<file path="src/rtl/a2d_pkg.sv">
// Shared definitions for the A2D SPI link: frame size, channel numbers,
// sample type and the channel slice helper.
package a2d_pkg;

    localparam int FRAME_BITS = 16;

    localparam logic [2:0] CH_LFT_LD  = 3'd0;
    localparam logic [2:0] CH_RGHT_LD = 3'd4;
    localparam logic [2:0] CH_BATT    = 3'd5;

    localparam logic [0:0] ST_IDLE  = 1'b0;
    localparam logic [0:0] ST_SHIFT = 1'b1;

    typedef logic [11:0] sample_t;

    function automatic sample_t ch_sel(input logic [95:0] data, input logic [2:0] ch);
        sample_t s;
        s = 12'h000;
        for (int i = 0; i < 8; i++) begin
            if (ch == 3'(i)) begin
                s = data[i*12 +: 12];
            end
        end
        return s;
    endfunction

endpackage

</file>
<file path="src/rtl/spi_edge_sync.sv">
// Synchronizes SS_n, SCLK and MOSI into clk and derives single-clk edge strobes
// for SS_n and SCLK.
module spi_edge_sync #(
    parameter int SYNC_STAGES = 2
) (
    input  logic clk,
    input  logic rst_n,
    input  logic ss_n_i,
    input  logic sclk_i,
    input  logic mosi_i,
    output logic ss_n_s,
    output logic mosi_s,
    output logic ss_fall,
    output logic ss_rise,
    output logic sclk_rise,
    output logic sclk_fall
);

    logic [SYNC_STAGES-1:0] ss_sync_d, ss_sync_q;
    logic [SYNC_STAGES-1:0] sclk_sync_d, sclk_sync_q;
    logic [SYNC_STAGES-1:0] mosi_sync_d, mosi_sync_q;
    logic                   ss_hist_d, ss_hist_q;
    logic                   sclk_hist_d, sclk_hist_q;

    // Next state of the synchronizer chains and history flops
    always_comb begin
        ss_sync_d   = {ss_sync_q[SYNC_STAGES-2:0], ss_n_i};
        sclk_sync_d = {sclk_sync_q[SYNC_STAGES-2:0], sclk_i};
        mosi_sync_d = {mosi_sync_q[SYNC_STAGES-2:0], mosi_i};
        ss_hist_d   = ss_sync_q[SYNC_STAGES-1];
        sclk_hist_d = sclk_sync_q[SYNC_STAGES-1];
    end

    // Synchronizer registers; reset low so no SS_n edge is seen mid-frame after reset
    always_ff @(posedge clk) begin
        if (!rst_n) begin
            ss_sync_q   <= '0;
            sclk_sync_q <= '0;
            mosi_sync_q <= '0;
            ss_hist_q   <= 1'b0;
            sclk_hist_q <= 1'b0;
        end else begin
            ss_sync_q   <= ss_sync_d;
            sclk_sync_q <= sclk_sync_d;
            mosi_sync_q <= mosi_sync_d;
            ss_hist_q   <= ss_hist_d;
            sclk_hist_q <= sclk_hist_d;
        end
    end

    assign ss_n_s    = ss_sync_q[SYNC_STAGES-1];
    assign mosi_s    = mosi_sync_q[SYNC_STAGES-1];
    assign ss_fall   = ~ss_sync_q[SYNC_STAGES-1] &  ss_hist_q;
    assign ss_rise   =  ss_sync_q[SYNC_STAGES-1] & ~ss_hist_q;
    assign sclk_rise =  sclk_sync_q[SYNC_STAGES-1] & ~sclk_hist_q;
    assign sclk_fall = ~sclk_sync_q[SYNC_STAGES-1] &  sclk_hist_q;

endmodule

</file>
<file path="src/rtl/a2d_spi_resp.sv">
// SPI responder modelling a pipelined ADC: the channel commanded in one frame
// is returned in the next frame, MSB first.
module a2d_spi_resp
    import a2d_pkg::*;
#(
    parameter int FRAME_BITS  = a2d_pkg::FRAME_BITS,
    parameter int CH_MSB      = 13,
    parameter int SYNC_STAGES = 2
) (
    input  logic        clk,
    input  logic        rst_n,
    input  logic        SS_n,
    input  logic        SCLK,
    input  logic        MOSI,
    input  logic [95:0] ch_data,
    output logic        MISO,
    output logic        MISO_oe,
    output logic [2:0]  cmd_ch,
    output logic        cmd_vld,
    output logic        frame_err,
    output logic [11:0] result
);

    localparam logic [4:0] CNT_FRAME = 5'(FRAME_BITS);
    localparam logic [4:0] CNT_MAX   = 5'(FRAME_BITS + 1);

    logic ss_n_s, mosi_s, ss_fall, ss_rise, sclk_rise, sclk_fall;

    logic [0:0]            state_d, state_q;
    logic [4:0]            bit_cnt_d, bit_cnt_q;
    logic [15:0]           tx_shft_d, tx_shft_q;
    logic [FRAME_BITS-1:0] rx_shft_d, rx_shft_q;
    logic [2:0]            cmd_ch_d, cmd_ch_q;
    sample_t               result_d, result_q;
    logic                  cmd_vld_d, cmd_vld_q;
    logic                  frame_err_d, frame_err_q;
    logic                  armed_d, armed_q;

    spi_edge_sync #(
        .SYNC_STAGES(SYNC_STAGES)
    ) u_sync (
        .clk      (clk),
        .rst_n    (rst_n),
        .ss_n_i   (SS_n),
        .sclk_i   (SCLK),
        .mosi_i   (MOSI),
        .ss_n_s   (ss_n_s),
        .mosi_s   (mosi_s),
        .ss_fall  (ss_fall),
        .ss_rise  (ss_rise),
        .sclk_rise(sclk_rise),
        .sclk_fall(sclk_fall)
    );

    // Frame FSM; SCLK edges are applied before the end-of-frame check so a
    // coincident last edge still counts toward the frame
    always_comb begin
        state_d     = state_q;
        bit_cnt_d   = bit_cnt_q;
        tx_shft_d   = tx_shft_q;
        rx_shft_d   = rx_shft_q;
        cmd_ch_d    = cmd_ch_q;
        result_d    = result_q;
        cmd_vld_d   = 1'b0;
        frame_err_d = 1'b0;
        armed_d     = armed_q | ss_n_s;
        case (state_q)
            ST_IDLE: begin
                if (ss_fall && armed_q) begin
                    tx_shft_d = {4'h0, result_q};
                    bit_cnt_d = 5'd0;
                    state_d   = ST_SHIFT;
                end else begin
                    state_d = ST_IDLE;
                end
            end
            ST_SHIFT: begin
                if (sclk_rise) begin
                    rx_shft_d = {rx_shft_q[FRAME_BITS-2:0], mosi_s};
                    if (bit_cnt_q != CNT_MAX) begin
                        bit_cnt_d = bit_cnt_q + 5'd1;
                    end else begin
                        bit_cnt_d = CNT_MAX;
                    end
                end else if (sclk_fall && (bit_cnt_q != 5'd0)) begin
                    tx_shft_d = {tx_shft_q[14:0], 1'b0};
                end else begin
                    tx_shft_d = tx_shft_q;
                end
                if (ss_rise) begin
                    if (bit_cnt_d == CNT_FRAME) begin
                        cmd_ch_d  = rx_shft_d[CH_MSB -: 3];
                        result_d  = ch_sel(ch_data, rx_shft_d[CH_MSB -: 3]);
                        cmd_vld_d = 1'b1;
                    end else begin
                        frame_err_d = 1'b1;
                    end
                    state_d = ST_IDLE;
                end else begin
                    state_d = ST_SHIFT;
                end
            end
            default: begin
                state_d = ST_IDLE;
            end
        endcase
    end

    // State and output registers
    always_ff @(posedge clk) begin
        if (!rst_n) begin
            state_q     <= ST_IDLE;
            bit_cnt_q   <= 5'd0;
            tx_shft_q   <= 16'h0000;
            rx_shft_q   <= '0;
            cmd_ch_q    <= 3'd0;
            result_q    <= 12'h000;
            cmd_vld_q   <= 1'b0;
            frame_err_q <= 1'b0;
            armed_q     <= 1'b0;
        end else begin
            state_q     <= state_d;
            bit_cnt_q   <= bit_cnt_d;
            tx_shft_q   <= tx_shft_d;
            rx_shft_q   <= rx_shft_d;
            cmd_ch_q    <= cmd_ch_d;
            result_q    <= result_d;
            cmd_vld_q   <= cmd_vld_d;
            frame_err_q <= frame_err_d;
            armed_q     <= armed_d;
        end
    end

    assign MISO      = (state_q == ST_SHIFT) & tx_shft_q[15];
    assign MISO_oe   = (state_q == ST_SHIFT);
    assign cmd_ch    = cmd_ch_q;
    assign cmd_vld   = cmd_vld_q;
    assign frame_err = frame_err_q;
    assign result    = result_q;

endmodule

</file>
<file path="config.mk">
export PLATFORM = sky130hd
export DESIGN_NAME = a2d_spi_resp
export DESIGN_NICKNAME = d
export VERILOG_FILES = /design/src/rtl/a2d_pkg.sv /design/src/rtl/spi_edge_sync.sv /design/src/rtl/a2d_spi_resp.sv
export SDC_FILE = /design/constraint.sdc
export NUM_CORES = 1
export LEC_CHECK = 0
export ABC_AREA = 1
export BUFFER_PORTS_ARGS = -buffer_cell sky130_fd_sc_hd__buf_2
export CAP_MARGIN = 0
export CORE_MARGIN = 2
export CORE_UTILIZATION = 30
export DETAILED_ROUTE_END_ITERATION = 10
export MAX_ROUTING_LAYER = met4
export PLACE_DENSITY = 0.52
export REMOVE_ABC_BUFFERS = 1
export SETUP_SLACK_MARGIN = 0.1
export SLEW_MARGIN = 20
export SYNTH_ARGS = -nofsm -noshare
export SYNTH_HDL_FRONTEND = slang
export SYNTH_HIERARCHICAL = 1
export SYNTH_SLANG_ARGS = --single-unit
</file>
<file path="constraint.sdc">
create_clock -name clk -period 5.67 [get_ports clk]
set_clock_uncertainty 0.15 [all_clocks]
set_input_delay 0.8505 -clock clk [delete_from_list [all_inputs] [get_ports clk]]
set_output_delay 0.8505 -clock clk [all_outputs]
set_load 0.005 [all_outputs]
</file>
Yosys cells after proc, flatten, opt, wreduce, memory -nomap -nowiden:

Cells that the tools add are included.

* bits in registers: 62
* input port bits: 101
* logic and storage cells: 72

* add/subtract/negate cells: 1
* equal/unequal tests: 13
* mux-type cells: 24
* bitwise logic cells: 11
* reduce and logical (&&, ||, !) cells: 8

Operators by type and width (count)
* $mux 12: 8
* $mux 16: 3
* $pmux 16 s2: 1
* $mux 14: 2
* $mux 5: 4
* $eq 3x3->1 const B: 4
* $pmux 5 s2: 1
* $reduce_and 3->1: 3
* $eq 3x2->1 const B: 2
* $ne 2x2->1 const B: 3
* $add 5x1->5 const B: 1
* $and 1x1->1: 5
* $eq 5x5->1 const B: 1
* $ne 5x5->1 const B: 1
* $not 1->1: 5
* $reduce_bool 5->1: 1
* $mux 1: 4
* $eq 3x1->1 const B: 1
* $logic_not 3->1: 1
* $logic_and 1x1->1: 2
* $ne 2x1->1 const B: 1
* $pmux 1 s2: 1
* $reduce_and 2->1: 1
* $or 1x1->1: 1

Depth between registers and ports, before layout:

* depth after elaboration: 13
* mapped depth: 15
* mapped depth without buffers: 14

Cells and area by module:

Netlist, hierarchy kept.

Modules (own cells, without submodules)
* a2d_spi_resp: instances 1, cells an instance 503, area an instance 3180.6 um^2, seq. area each 1081.0 um^2
* spi_edge_sync: instances 1, cells an instance 33, area an instance 255.2 um^2, seq. area each 160.2 um^2

Worst setup path before layout:

No wires, ideal clock.

* path type: register to output
* start point: register state_q, in the netlist MISO_oe
* end point: output MISO
* data arrival time: 1.015 ns
* setup slack: 3.654 ns
* cell stages (with the launch flop): 5
* path buffers: 2
* path through: dfxtp_1 -> clkbuf_1 -> buf_1 -> nand2_1 -> inv_1

* longest elaborated chain between the ends: 1

RTL lines
* start: declaration: RTL line a2d_spi_resp.sv:29 `logic [0:0] state_d, state_q;`
* start signal: assignment: RTL line a2d_spi_resp.sv:122 `state_q <= state_d;`
* $and 1x1->1: RTL line a2d_spi_resp.sv:134 `assign MISO = (state_q == ST_SHIFT) & tx_shft_q[15];`
* end: declaration: RTL line a2d_spi_resp.sv:16 `output logic MISO,`

No other way between the ends.

Worst setup path in the final report:

* start point: register u_sync.sclk_sync_q[1]
* end point: register result_q[9], in the netlist result[9]

* longest elaborated chain between the ends: 12

RTL lines
* start: declaration: RTL line spi_edge_sync.sv:20 `logic [SYNC_STAGES-1:0] sclk_sync_d, sclk_sync_q;`
* start signal: assignment: RTL line spi_edge_sync.sv:44 `sclk_sync_q <= sclk_sync_d;`
* $and 1x1->1 (*): RTL line spi_edge_sync.sv:55 `assign sclk_rise = sclk_sync_q[SYNC_STAGES-1] & ~sclk_hist_q;`
* via sclk_rise: RTL line a2d_spi_resp.sv:27 `logic ss_n_s, mosi_s, ss_fall, ss_rise, sclk_rise, sclk_fall;`
* $mux 14: RTL line a2d_spi_resp.sv:78 `if (sclk_rise) begin`
* $mux 14: RTL line a2d_spi_resp.sv:67 `case (state_q)`
* $logic_not 3->1: RTL line a2d_pkg.sv:20 `if (ch == 3'(i)) begin`
* $mux 12 (8 in a row): RTL line a2d_pkg.sv:20
* end signal: assignment: RTL line a2d_spi_resp.sv:127 `result_q <= result_d;`
* end: declaration: RTL line a2d_spi_resp.sv:34 `sample_t result_d, result_q;`

The timed path passes the listed nets; every way through them passes the cells marked *. The select of a mux whose other input is x is not followed.
A chain may end at the register's enable or synchronous reset.

==> flow_summary.json <==
{
  "hold_viol": 0,
  "peakVddDrop_mv": 0.127,
  "postCtsHoldBufs": 0,
  "start_util_pct": 30.5,
  "grt_max_degree": 46,
  "dp_cells": 768,
  "clkSinkCount": 62,
  "final_antenna_net_count": 0,
  "slowest_delay_ns": 0.72,
  "place_congestion": 0.924,
  "htreeDepth": 3,
  "synth-seq-cells": 62,
  "min_path_cells": 2,
  "vias": 3710,
  "antenna_found_initial": 0,
  "nNetsFinal": 740,
  "clkTransAtPathRegs_ns": 0.05,
  "fin_tns_setup_ns": 0,
  "final_area_um2": 4330,
  "track_usage_pct": 17.1,
  "rsz0062_at_grt": "no",
  "relSlewSlack_pct": 35.8,
  "place_hpwl_mm": 7.60,
  "wl_met1_mm": 4.63,
  "leakage_nw": 2.16,
  "synthDistinctLibCells": 26,
  "crit_start": "u_sync/sclk_sync_q[1]",
  "synth_top_area_share_pct": 36.1,
  "placed_cell_area_um2": 4070,
  "status": "completed",
  "yosysWarningCount": 6,
  "grt_overflow": 0,
  "die_y_um": 111,
  "dieArea_um2": 12300,
  "cts-buffers-inserted": 9,
  "worstReg2RegEnd": "result[9]",
  "whs_ns": 0.257,
  "min_from": "u_sync/ss_sync_q[0]",
  "synthCells": 536,
  "antenna_cells": 0,
  "post-route-period-util_pct": 57.7,
  "setup_viol": 0,
  "maxSlewViolCount": 0,
  "io_buffers": 119,
  "cts-resized-gates": 0,
  "powerDensity_nw_per_um2": 231,
  "crit_fanout": 39,
  "wl_met2_mm": 4.83,
  "detail_route.wl_per_cell_um": 12.8,
  "drt_iter0_drc": 163,
  "syn-cell-area_um2": 3440,
  "met3WireLength_um": 348,
  "grt_pass1_wl_mm": 17.1,
  "worst_slew_pin_slew_ns": 0.960,
  "post_cts_buffers": 0,
  "worst_setup_path_start_kind": "flop",
  "hold_class": "reg2reg",
  "regToRegSetupSlack_ns": 2.40,
  "worstReg2RegStart": "u_sync/sclk_sync_q[1]",
  "fp.coreArea_um2": 11300,
  "grt_pass1_vias": 3743,
  "slowest_stage": "nor2_1",
  "max_freq_ghz": 0.306,
  "cp_cell_sequence": "inv_1 > nor2_1 > inv_2 > nand2_1 > nand2_1 > inv_2 > nand3_1 > nor2_1 > nor2_1 > nand4_1 > nand2_1 > a21oi_1",
  "cp.arrival_ns": 3.38,
  "rows": 39,
  "clk_latency_ns": 0.32,
  "die_w_um": 111,
  "whs_endpoint": "u_sync/ss_sync_q[1]",
  "clockRootBuffer": "clkbuf_16",
  "area_delta_synth_final_pct": 26.0,
  "dr.pass1.iters": 5,
  "pin_count": 120,
  "r2r.worst_path.cells": 12,
  "cts_buffer_depth": 2,
  "viasPerCell": 4.75,
  "wirelength_mm": 9.97,
  "drc": 0,
  "period_needed_ns": 3.27,
  "synth.area.top_cells": "dfxtp_1 (36%), nand2_1 (14%), a21oi_1 (8.7%)",
  "highest_layer": "met4",
  "cp.required_ns": 5.77,
  "endpoint_kind": "flop",
  "power_w": 0.000998,
  "synth.avg_cell_area_um2": 6.41,
  "maxCapViolCount": 0,
  "stdcell_count": 781,
  "layout_commonest_cell": "nand2_1",
  "final_cell_mix": "nand2_1 (127), buf_2 (119), nor2_1 (70)",
  "synth_largest_area_cell": "dfxtp_1",
  "layout-drive-gt1-share_pct": 23.0,
  "critPathKind": "reg2reg",
  "cts_tree": "built",
  "ys_seq_area_share_pct": 36.1
}
[worst max-delay path by stage]
stage	cells after the start	slack, ns	to
global route	14	2.01	result[11]
detailed placement	12	2.48	result[9]
finish	12	2.40	result[9]
floorplan	10	3.01	result[10]
global placement	10	2.50	result[8]
CTS	12	2.46	result[9]
[per-layer routing]
metal / global-route usage, % / vias up
met2: 29.0 / 85
met1: 21.0 / 1678
met4: 5.10 / 0
met5: - / -
met3: 3.06 / 15
li1: - / 1932
[state kept, by name, summed over array words and instances, names as in the netlist, 2 cells and up]
name                flops
tx_shft_q              16
rx_shft_q              14
result                 12
bit_cnt_q               5
cmd_ch                  3
u_sync/mosi_sync_q      2
u_sync/sclk_sync_q      2
u_sync/ss_sync_q        2
[critical path, delay by kind of cell, from the launching register on]
| kind | cells | cell delay [ns] |
|---|---|---|
| simple gates | 8 | 1.90 |
| buf+inv | 3 | 0.69 |
| flops | 1 | 0.34 |
| compound gates | 1 | 0.10 |
[report_power, final]
part | total, W | internal [W] | switching, W
Sequential | 0.000442 | 0.000440 | 0.00000163
Clock | 0.000484 | 0.000309 | 0.000174
Combinational | 0.0000728 | 0.0000343 | 0.0000386
[synth_stat cells (all sizes together)]
library cell  number
a21oi             62
buf               18
clkbuf            13
clkinv             2
dfxtp             62
ha                 3
inv               68
nand2            129
nand3             35
nand4             39
nor2              71
nor2b              1
nor3               4
o21ai             26
xnor2              1
xor2               2
[through the flow]
stage	worst slack, ns	util, %
2_1_floorplan	3.01	-
3_3_place_gp	2.50	36.0
3_5_place_dp	2.48	36.1
4_1_cts	2.46	38.4
5_1_grt	2.01	38.4
6_report	2.40	38.4
[cell families after synthesis]
family	after synthesis	synth area share, %
DFF	62	36.1
buffers and inverters	101	12.2
xor gates and xnor gates	3	0.765
adders and majority gates	3	1.09
AOI/OAI and AO/OA	88	13.0
and+or+nand+nor	279	36.7
[cell type report]
cell class	count	area, um^2
fill	1203	6940
clock inverter	2	10.0
clock buffer	11	253
timing repair buffer	120	603
sequential	62	1240
inverter	70	263
multi-input combinational	373	1780
tap	143	179
Power figures use the tool's default switching activity.
